[config.mk]
export PLATFORM = sky130hd
export DESIGN_NAME = vga_timing_ctrl_flat
export DESIGN_NICKNAME = d
export VERILOG_FILES = /design/src/rtl/vga_timing_if.sv /design/src/rtl/vga_timing_ctrl.sv /design/src/flat_wrapper.sv
export SDC_FILE = /design/constraint.sdc
export NUM_CORES = 1
export LEC_CHECK = 0
export CAP_MARGIN = 20
export CORE_MARGIN = 2
export CORE_UTILIZATION = 26
export CTS_CLUSTER_DIAMETER = 50
export DETAILED_ROUTE_END_ITERATION = 6
export GPL_TIMING_DRIVEN = 0
export PLACE_DENSITY = 0.57
export SLEW_MARGIN = 5
export SYNTH_ARGS = -nofsm -noshare
export SYNTH_HDL_FRONTEND = slang
export SYNTH_SLANG_ARGS = --single-unit
[constraint.sdc]
create_clock -name clk -period 2.6 [get_ports clk]
set_clock_uncertainty 0.05 [all_clocks]
set_input_delay 0.26 -clock clk [delete_from_list [all_inputs] [get_ports clk]]
set_output_delay 0.26 -clock clk [all_outputs]
set_load 0.02 [all_outputs]
[src/rtl/vga_timing_if.sv]
// vga_timing_if: run enable plus the raster timing outputs of vga_timing_ctrl.
//   master - the timing generator: takes en, drives every timing signal
//   slave  - a display pipeline: drives en, consumes the timing signals
//   en          run enable; 0 freezes all timing state
//   pix_tick    one-clk pixel enable, every second clk while en=1
//   hcount      current pixel column, 0..H_TOTAL-1
//   vcount      current line, 0..V_TOTAL-1
//   hsync       horizontal sync, active low
//   vsync       vertical sync, active low
//   video_on    1 inside the visible region
//   line_end    pulse on the last pixel tick of each line
//   frame_start pulse on the first pixel tick of each frame
`timescale 1ns/1ps
interface vga_timing_if;
    logic       en;
    logic       pix_tick;
    logic [9:0] hcount;
    logic [9:0] vcount;
    logic       hsync;
    logic       vsync;
    logic       video_on;
    logic       line_end;
    logic       frame_start;

    modport master (
        input  en,
        output pix_tick, hcount, vcount, hsync, vsync, video_on, line_end, frame_start
    );

    modport slave (
        output en,
        input  pix_tick, hcount, vcount, hsync, vsync, video_on, line_end, frame_start
    );
endinterface

[src/rtl/vga_timing_ctrl.sv]
// vga_timing_ctrl: VGA raster timing generator. A divide-by-two phase bit turns
// the board clock into a pixel enable; column/line counters advance on that
// enable and the sync/visible flags are zero-latency decodes of the counters.
//   clk  board clock, all state changes on its rising edge
//   clr  asynchronous active-high reset (phase, hcount, vcount to 0)
//   vif  vga_timing_if.master: en in, pix_tick/hcount/vcount/hsync/vsync/
//        video_on/line_end/frame_start out
// H_TOTAL and V_TOTAL must fit the 10-bit counters (<= 1024).
`timescale 1ns/1ps
module vga_timing_ctrl #(
    parameter int unsigned H_VIS  = 640,
    parameter int unsigned H_FP   = 16,
    parameter int unsigned H_SYNC = 96,
    parameter int unsigned H_BP   = 48,
    parameter int unsigned V_VIS  = 480,
    parameter int unsigned V_FP   = 10,
    parameter int unsigned V_SYNC = 2,
    parameter int unsigned V_BP   = 33
) (
    input  logic         clk,
    input  logic         clr,
    vga_timing_if.master vif
);
    localparam int unsigned CNT_W   = 10;
    localparam int unsigned H_TOTAL = H_VIS + H_FP + H_SYNC + H_BP;
    localparam int unsigned V_TOTAL = V_VIS + V_FP + V_SYNC + V_BP;

    localparam logic [CNT_W-1:0] H_LAST     = CNT_W'(H_TOTAL - 1);
    localparam logic [CNT_W-1:0] V_LAST     = CNT_W'(V_TOTAL - 1);
    localparam logic [CNT_W-1:0] H_VIS_END  = CNT_W'(H_VIS);
    localparam logic [CNT_W-1:0] V_VIS_END  = CNT_W'(V_VIS);
    localparam logic [CNT_W-1:0] H_SYNC_BEG = CNT_W'(H_VIS + H_FP);
    localparam logic [CNT_W-1:0] H_SYNC_END = CNT_W'(H_VIS + H_FP + H_SYNC);
    localparam logic [CNT_W-1:0] V_SYNC_BEG = CNT_W'(V_VIS + V_FP);
    localparam logic [CNT_W-1:0] V_SYNC_END = CNT_W'(V_VIS + V_FP + V_SYNC);

    logic             phase_q;
    logic [CNT_W-1:0] hcount_q;
    logic [CNT_W-1:0] vcount_q;
    logic             tick_c;
    logic             h_last_c;
    logic             v_last_c;

    // Gating with en keeps every pulse low while frozen, even with phase_q=1.
    assign tick_c   = phase_q & vif.en;
    assign h_last_c = (hcount_q == H_LAST);
    assign v_last_c = (vcount_q == V_LAST);

    // Phase and raster counters; inside the en branch phase_q equals tick_c.
    always_ff @(posedge clk or posedge clr) begin
        if (clr) begin
            phase_q  <= 1'b0;
            hcount_q <= '0;
            vcount_q <= '0;
        end else if (vif.en) begin
            phase_q <= ~phase_q;
            if (phase_q) begin
                if (h_last_c) begin
                    hcount_q <= '0;
                    vcount_q <= v_last_c ? '0 : vcount_q + CNT_W'(1);
                end else begin
                    hcount_q <= hcount_q + CNT_W'(1);
                end
            end
        end
    end

    // Zero-latency decodes of the counter registers.
    assign vif.pix_tick    = tick_c;
    assign vif.hcount      = hcount_q;
    assign vif.vcount      = vcount_q;
    assign vif.hsync       = ~((hcount_q >= H_SYNC_BEG) && (hcount_q < H_SYNC_END));
    assign vif.vsync       = ~((vcount_q >= V_SYNC_BEG) && (vcount_q < V_SYNC_END));
    assign vif.video_on    = (hcount_q < H_VIS_END) && (vcount_q < V_VIS_END);
    assign vif.line_end    = tick_c & h_last_c;
    assign vif.frame_start = tick_c & (hcount_q == '0) & (vcount_q == '0);
endmodule

[src/flat_wrapper.sv]
// flat-port wrapper written by rule: the top's interface ports become plain ports
module vga_timing_ctrl_flat 
#(
    parameter int unsigned H_VIS  = 640,
    parameter int unsigned H_FP   = 16,
    parameter int unsigned H_SYNC = 96,
    parameter int unsigned H_BP   = 48,
    parameter int unsigned V_VIS  = 480,
    parameter int unsigned V_FP   = 10,
    parameter int unsigned V_SYNC = 2,
    parameter int unsigned V_BP   = 33
)
  (clk, clr, vif_en, vif_pix_tick, vif_hcount, vif_vcount, vif_hsync, vif_vsync, vif_video_on, vif_line_end, vif_frame_start);
  vga_timing_if vif_i ();
  input  logic clk;
  input  logic clr;
  input wire logic [$bits(vif_i.en)-1:0] vif_en;
  output wire logic [$bits(vif_i.pix_tick)-1:0] vif_pix_tick;
  output wire logic [$bits(vif_i.hcount)-1:0] vif_hcount;
  output wire logic [$bits(vif_i.vcount)-1:0] vif_vcount;
  output wire logic [$bits(vif_i.hsync)-1:0] vif_hsync;
  output wire logic [$bits(vif_i.vsync)-1:0] vif_vsync;
  output wire logic [$bits(vif_i.video_on)-1:0] vif_video_on;
  output wire logic [$bits(vif_i.line_end)-1:0] vif_line_end;
  output wire logic [$bits(vif_i.frame_start)-1:0] vif_frame_start;
  assign vif_i.en = vif_en;
  assign vif_pix_tick = vif_i.pix_tick;
  assign vif_hcount = vif_i.hcount;
  assign vif_vcount = vif_i.vcount;
  assign vif_hsync = vif_i.hsync;
  assign vif_vsync = vif_i.vsync;
  assign vif_video_on = vif_i.video_on;
  assign vif_line_end = vif_i.line_end;
  assign vif_frame_start = vif_i.frame_start;
  vga_timing_ctrl #(.H_VIS(H_VIS), .H_FP(H_FP), .H_SYNC(H_SYNC), .H_BP(H_BP), .V_VIS(V_VIS), .V_FP(V_FP), .V_SYNC(V_SYNC), .V_BP(V_BP)) u_core (.clk(clk), .clr(clr), .vif(vif_i));
endmodule
# Word-level counts from Yosys, hierarchy flattened
# Index checks and enable logic that the tools add are counted.
dict set report word_totals {
  ff_bits 21
}
dict set report op_classes {
  add_sub_neg 2
  order_cmp 6
  n_eq_ne 2
  n_mux 2
  bitwise 7
  n_reduce_logical 7
}
# cell n
set op_table {}
lappend op_table {{adder 10 x 1 -> 10 bit (second input constant)} 2}
lappend op_table {{equality test 10 bit (second input constant)} 2}
lappend op_table {{logical NOT 10 bit} 2}
lappend op_table {{< comparator 10 bit (second input constant)} 2}
lappend op_table {{< comparator 10 x 9 -> 1 bit (second input constant)} 2}
lappend op_table {{two-way mux 10 bit} 2}
lappend op_table {{>= comparator 10 bit (second input constant)} 1}
lappend op_table {{>= comparator 10 x 9 -> 1 bit (second input constant)} 1}
lappend op_table {{AND 1 bit} 4}
lappend op_table {{logical AND 1 bit} 3}
lappend op_table {{NOT 1 bit} 3}
lappend op_table {{AND reduction 3 bit} 1}
lappend op_table {{AND reduction 2 bit} 1}

# Logic depth before layout (Yosys ltp)
# Gate-level depths: netlist (run 1).
dict set report logic_depth {
  word_depth 3
  ltp_mapped 8
}

# Least setup slack after synthesis (run 1)
# No wires, ideal clock.
dict set report synth_timing {
  path_kind {register to register}
  start {register u_core.hcount_q[0] (netlist: u_core.vif.hcount[0])}
  end {register u_core.hcount_q[9] (netlist: u_core.vif.hcount[9])}
  arrival_ns 1.885
  t_required_ns 2.468
  path_slack_ns 0.583
  stages_incl_launch_ff 9
  path_buffers 2
  synth_period_minus_slack_ns 2.017
  path_cell_list {dfrtp_1 -> ha_1 -> and4_1 -> buf_4 -> nand4_2 -> buf_6 -> clkinv_1 -> a21o_1 -> a31oi_1}
}
dict set report synth_between {
  elab_chain_cells 2
}
# item line
set synth_rtl {}
lappend synth_rtl {{start, declared} vga_timing_ctrl.sv:38} ;# logic [CNT_W-1:0] hcount_q;
lappend synth_rtl {{start signal, assigned} vga_timing_ctrl.sv:62} ;# hcount_q <= hcount_q + CNT_W'(1);
lappend synth_rtl {{adder 10 x 1 -> 10 bit or equality test 10 bit (tied branches)} {vga_timing_ctrl.sv:62, vga_timing_ctrl.sv:46}}
lappend synth_rtl {{two-way mux 10 bit *} vga_timing_ctrl.sv:58} ;# if (h_last_c) begin
# Every way passes the cells marked *; elsewhere a longest branch is shown, timed or not.
# A chain may end at the register's enable or synchronous reset.

# Worst setup path in the final report (run 1)
dict set report layout_timing {
  start {register u_core.vcount_q[3] (netlist: u_core.vif.vcount[3])}
  end {output port vif_vsync}
}
dict set report layout_between {
  elab_chain_cells 3
}
# item line
set layout_rtl {}
lappend layout_rtl {{start, declared} vga_timing_ctrl.sv:39} ;# logic [CNT_W-1:0] vcount_q;
lappend layout_rtl {{start signal, assigned} vga_timing_ctrl.sv:60} ;# vcount_q <= v_last_c ? '0 : vcount_q + CNT_W'(1);
lappend layout_rtl {{>= comparator 10 x 9 -> 1 bit or < comparator 10 x 9 -> 1 bit (tied branches)} vga_timing_ctrl.sv:73} ;# assign vif.vsync = ~((vcount_q >= V_SYNC_BEG) && (vcount_q < V_SYNC_END));
lappend layout_rtl {{logical AND 1 bit *} vga_timing_ctrl.sv:73}
lappend layout_rtl {{NOT 1 bit *} vga_timing_ctrl.sv:73}
lappend layout_rtl {{end, declared} flat_wrapper.sv:22} ;# output wire logic [$bits(vif_i.vsync)-1:0] vif_vsync;
# Marked as above.

==> results of run 1 <==
==> final cells by class <==
| class | instances | area (µm²) | share of cell area, % |
|---|---|---|---|
| Buffer | 5 | 41.3 | 2.53 |
| Clock buffer | 3 | 41.3 | 2.53 |
| Clock inverter | 1 | 5.00 | 0.307 |
| Inverter | 8 | 33.8 | 2.07 |
| Multi-Input combinational cell | 94 | 637 | 39.1 |
| Sequential cell | 21 | 526 | 32.2 |
| Tap cell | 52 | 65.1 | 3.99 |
| Timing Repair Buffer | 28 | 282 | 17.3 |
==> report_power, final <==
group	switching (W)	internal, W	total, W	leakage [nW]
Clock	0.000110	0.000107	0.000217	0.0255
Combinational	0.000140	0.000130	0.000270	0.439
Sequential	0.0000609	0.000372	0.000433	0.268
==> how the worst max path moves through the flow <==
stage	to	slack, ps
detailed placement	vif_line_end	40
global route	vif_vsync	20
finish	vif_vsync	120
global placement	vif_line_end	50
CTS	vif_frame_start	30
floorplan	u_core.vif.hcount[9]$_DFFE_PP0P_	580
==> cells in the mapped netlist <==
cell	number	share of area (%)
sky130_fd_sc_hd__and2_2	1	0.61
sky130_fd_sc_hd__clkinv_1	1	0.31
sky130_fd_sc_hd__nor4b_4	1	1.9
sky130_fd_sc_hd__buf_6	1	0.92
sky130_fd_sc_hd__buf_4	4	2.4
sky130_fd_sc_hd__nand3_1	9	3.7
sky130_fd_sc_hd__xor2_1	5	3.6
sky130_fd_sc_hd__nor4_1	2	1.0
sky130_fd_sc_hd__and3_2	4	2.4
sky130_fd_sc_hd__nor3_1	2	0.82
sky130_fd_sc_hd__inv_1	7	2.1
sky130_fd_sc_hd__a21o_1	1	0.61
sky130_fd_sc_hd__o31ai_1	2	1.2
sky130_fd_sc_hd__a31oi_1	2	1.0
sky130_fd_sc_hd__or4_1	4	2.4
sky130_fd_sc_hd__o22ai_1	1	0.51
sky130_fd_sc_hd__nor3b_1	1	0.61
sky130_fd_sc_hd__o211ai_1	1	0.61
sky130_fd_sc_hd__nor4b_1	1	0.71
sky130_fd_sc_hd__a21oi_1	3	1.2
sky130_fd_sc_hd__or4_2	1	0.71
sky130_fd_sc_hd__nand4_2	1	1.0
sky130_fd_sc_hd__or3_1	2	1.0
sky130_fd_sc_hd__nand2_1	12	3.7
sky130_fd_sc_hd__and3_1	3	1.5
sky130_fd_sc_hd__nor2_1	4	1.2
sky130_fd_sc_hd__and4b_1	1	0.82
sky130_fd_sc_hd__dfrtp_1	21	43
sky130_fd_sc_hd__and4_1	4	2.9
sky130_fd_sc_hd__xnor2_1	5	3.6
sky130_fd_sc_hd__or3_2	1	0.61
sky130_fd_sc_hd__and2b_1	1	0.61
sky130_fd_sc_hd__o21ai_0	10	4.1
sky130_fd_sc_hd__nand4_1	5	2.5
sky130_fd_sc_hd__ha_1	4	4.1
==> what timing repair did <==
item                                    CTS  global route
endpoints found under the setup margin    1             2
cloned                                    0             0
resized for setup                         1             3
hold buffers                              0             0
==> cells in the final DEF (no fill, tap or decap), types with 5 or more instances in the layout <==
| cell | n |
|---|---|
| sky130_fd_sc_hd__xor2_1 | 5 |
| sky130_fd_sc_hd__clkdlybuf4s50_1 | 26 |
| sky130_fd_sc_hd__nand2_1 | 12 |
| sky130_fd_sc_hd__inv_1 | 7 |
| sky130_fd_sc_hd__o21ai_0 | 10 |
| sky130_fd_sc_hd__nand3_1 | 9 |
| sky130_fd_sc_hd__nand4_1 | 5 |
| sky130_fd_sc_hd__dfrtp_1 | 21 |
| sky130_fd_sc_hd__xnor2_1 | 5 |
==> logic make-up (layout without fill, tap and decap cells) <==
group,Yosys count,in the layout,synth area share (%)
compound gates,20,20,9.28
flops,21,21,42.8
simple gates,60,60,30.9
buf+inv,13,45,5.81
fa+ha+maj,4,4,4.08
xor+xnor,10,10,7.14
==> flip-flops by register name, summed over array words and instances, names as in the netlist <==
register           count
u_core.vif.hcount     10
u_core.phase_q         1
u_core.vif.vcount     10
==> per-stage QoR <==
stage	cells	setup slack, ps
after floorplan	128	583
after global placement	208	52.8
after detailed placement	208	40.8
after CTS	212	30.5
after global routing	212	17.3
final	212	118
==> per-layer routing <==
layer  global-route usage [%]  wire (µm)  vias up
li1                         -          -      530
met1                     17.3       1480      532
met2                     20.1       1430       30
met3                     2.76        128        4
met4                     3.70         25        0
met5                        0          0        -
==> impl_results.html, run 1 <==
<table>
<tr><th>Metric</th><th>Value</th></tr>
<tr><th colspan="2">CTS</th></tr>
<tr><td>Clk_lat worst skew</td><td>approximately 260 ps</td></tr>
<tr><td>Sinks on the clock net</td><td>21</td></tr>
<tr><td>Worst-case clock buffer depth</td><td>2</td></tr>
<tr><td>H-tree depth reported by CTS</td><td>1</td></tr>
<tr><td>CTS tree</td><td>done</td></tr>
<tr><td>Clock slew seen by the registers of the worst setup and hold paths</td><td>roughly 80 ps</td></tr>
<tr><td>Cts bufs inserted</td><td>3</td></tr>
<tr><td>Setup Fix Bufs, Post-CTS</td><td>0</td></tr>
<tr><td>Clock Root Buffer</td><td>sky130_fd_sc_hd__clkbuf_8</td></tr>
<tr><th colspan="2">Power</th></tr>
<tr><td>PD cells</td><td>~560 nW/µm²</td></tr>
<tr><td>Worst IR drop on VDD</td><td>~0.00027 V</td></tr>
<tr><td>Power, Total</td><td>~0.00092 W</td></tr>
<tr><td>Leak pwr</td><td>approximately 0.73 nW</td></tr>
<tr><th colspan="2">Cells and area</th></tr>
<tr><td>Post-route cell area</td><td>around 1600 µm²</td></tr>
<tr><td>Fraction of final layout cells with drive strength greater than 1</td><td>between 10% and 20%</td></tr>
<tr><td>Signed area change from the synthesized netlist to the final layout</td><td>32.8%</td></tr>
<tr><td>Post-layout util</td><td>between 30% and 40%</td></tr>
<tr><td>Final layout net count</td><td>168</td></tr>
<tr><td>Count of antenna diodes in the layout</td><td>0</td></tr>
<tr><td>Number of fillers in the final layout</td><td>458</td></tr>
<tr><th colspan="2">Global route</th></tr>
<tr><td>Total congestion overflow</td><td>0</td></tr>
<tr><td>Antenna violations before repair</td><td>0</td></tr>
<tr><td>Global routing usage summed across all routing layers</td><td>approximately an eighth</td></tr>
<tr><td>Largest net degree at the start of global routing</td><td>22</td></tr>
<tr><td>Global-route wire length before repair</td><td>5290 µm</td></tr>
<tr><td>Via count of the first global-routing pass</td><td>1085</td></tr>
<tr><th colspan="2">Detailed routing</th></tr>
<tr><td>Vias per cell</td><td>5.17</td></tr>
<tr><td>Wire length reported by the detailed router</td><td>between 3000 and 4000 µm</td></tr>
<tr><td>Count of vias placed by the detailed router</td><td>~1100</td></tr>
<tr><td>Mean routed wirelength per cell</td><td>14.5 µm</td></tr>
<tr><td>Antenna Violating Nets Remaining</td><td>0</td></tr>
<tr><td>First DRT Iteration DRCs</td><td>~130</td></tr>
<tr><td>Detailed Routing Iterations Pass 1</td><td>4</td></tr>
<tr><td>Post-route DRC violation count</td><td>0</td></tr>
<tr><th colspan="2">Critical path</th></tr>
<tr><td>Launching instance or port of the critical path</td><td>u_core.vif.vcount[3]$_DFFE_PP0P_</td></tr>
<tr><td>Cell family with most CP delay</td><td>simple AND/OR/NAND/NOR gates</td></tr>
<tr><td>Critical path arrival</td><td>between 2000 and 2500 ps</td></tr>
<tr><td>Critical-path top delay cell</td><td>sky130_fd_sc_hd__clkdlybuf4s50_1</td></tr>
<tr><td>Startpoint of the worst-slack reg-to-reg timing path</td><td>u_core.vif.hcount[0]$_DFFE_PP0P_</td></tr>
<tr><td>Crit path max fanout</td><td>8</td></tr>
<tr><td>R2R Path End</td><td>u_core.vif.vcount[4]$_DFFE_PP0P_</td></tr>
<tr><td>Critical setup path kind</td><td>reg2out</td></tr>
<tr><td>Ordered cell list for the critical path</td><td>inv_1, or4_1, or3_1, clkdlybuf4s50_1</td></tr>
<tr><td>Total buffers and inverters traversed by the critical path</td><td>2</td></tr>
<tr><td>FF-to-FF path depth</td><td>8</td></tr>
<tr><td>Worst setup slack for register-to-register paths</td><td>about 640 ps</td></tr>
<tr><td>Kind of end point of the critical path</td><td>output port</td></tr>
<tr><td>Worst path max stage delay</td><td>roughly 540 ps</td></tr>
<tr><td>Number of cells on the critical path</td><td>4</td></tr>
<tr><td>Required time of the critical path</td><td>around 2300 ps</td></tr>
<tr><td>CP Launch Type</td><td>flop</td></tr>
<tr><th colspan="2">Timing</th></tr>
<tr><td>Max Fclk</td><td>between 0.4 and 0.5 GHz</td></tr>
<tr><td>Unrepaired setup endpoints after global routing</td><td>false</td></tr>
<tr><td>Total Negative Setup Slacks</td><td>0 ps</td></tr>
<tr><td>Crit path time final</td><td>roughly 2500 ps</td></tr>
<tr><td>Portion of the clock cycle consumed by the worst path in the final layout</td><td>95.5%</td></tr>
<tr><td>Normalized max-slew margin</td><td>roughly 45%</td></tr>
<tr><td>Pins over their slew limit</td><td>0</td></tr>
<tr><td>Total count of hold-check failures in the final report</td><td>0</td></tr>
<tr><td>Final setup viols</td><td>0</td></tr>
<tr><td>Worst hold margin</td><td>404 ps</td></tr>
<tr><td>Slew of the pin with the lowest slew margin</td><td>826 ps</td></tr>
<tr><th colspan="2">Hold path</th></tr>
<tr><td>HP Class</td><td>in2async</td></tr>
<tr><th colspan="2">Synthesis</th></tr>
<tr><td>Sequential area share after synthesis</td><td>around 43%</td></tr>
<tr><td>Synth Net Count</td><td>between 100 and 150</td></tr>
<tr><td>Avg Synthesized Cell Area</td><td>~9.6 µm²</td></tr>
<tr><td>Unique cell type count in the Yosys netlist</td><td>35</td></tr>
<tr><td>Cell area after synthesis</td><td>1230 µm²</td></tr>
<tr><td>Warning count from the yosys run</td><td>0</td></tr>
<tr><td>Synthesized instance count</td><td>roughly 130</td></tr>
<tr><td>Number of register bits inferred by synthesis</td><td>21</td></tr>
<tr><th colspan="2">Place</th></tr>
<tr><td>Port-buffer cells</td><td>28</td></tr>
<tr><td>Final HPWL from detailed placement</td><td>around 2300 µm</td></tr>
<tr><td>Final weighted congestion in routability-driven placement</td><td>around 0.75</td></tr>
<tr><td>Placed standard-cell area</td><td>about 1600 µm²</td></tr>
<tr><th colspan="2">Floorplanning</th></tr>
<tr><td>Number of standard-cell rows in the floorplan</td><td>24</td></tr>
<tr><td>Die Span Y</td><td>~73 µm</td></tr>
<tr><td>Chip width</td><td>between 70 and 80 µm</td></tr>
<tr><td>Starting density of the core</td><td>roughly 28%</td></tr>
<tr><td>I/O pins</td><td>29</td></tr>
<tr><td>Die Footprint</td><td>5290 µm²</td></tr>
<tr><td>Core footprint</td><td>approximately 4400 µm²</td></tr>
<tr><th colspan="2">Flow run</th></tr>
<tr><td>Max-capacitance violation count</td><td>0</td></tr>
<tr><th colspan="2">Run status</th></tr>
<tr><td>Outcome</td><td>complete, no violations</td></tr>
</table>
No activity file was read; power rests on OpenSTA's default activity.
==> inputs of run 2 (changes only) <==
Settings changed: CTS_CLUSTER_DIAMETER 50 to default, SKIP_LAST_GASP from default to 1.
==> results of run 2 <==
Same layout as run 1: the final DEF is identical, and so are final timing and power.
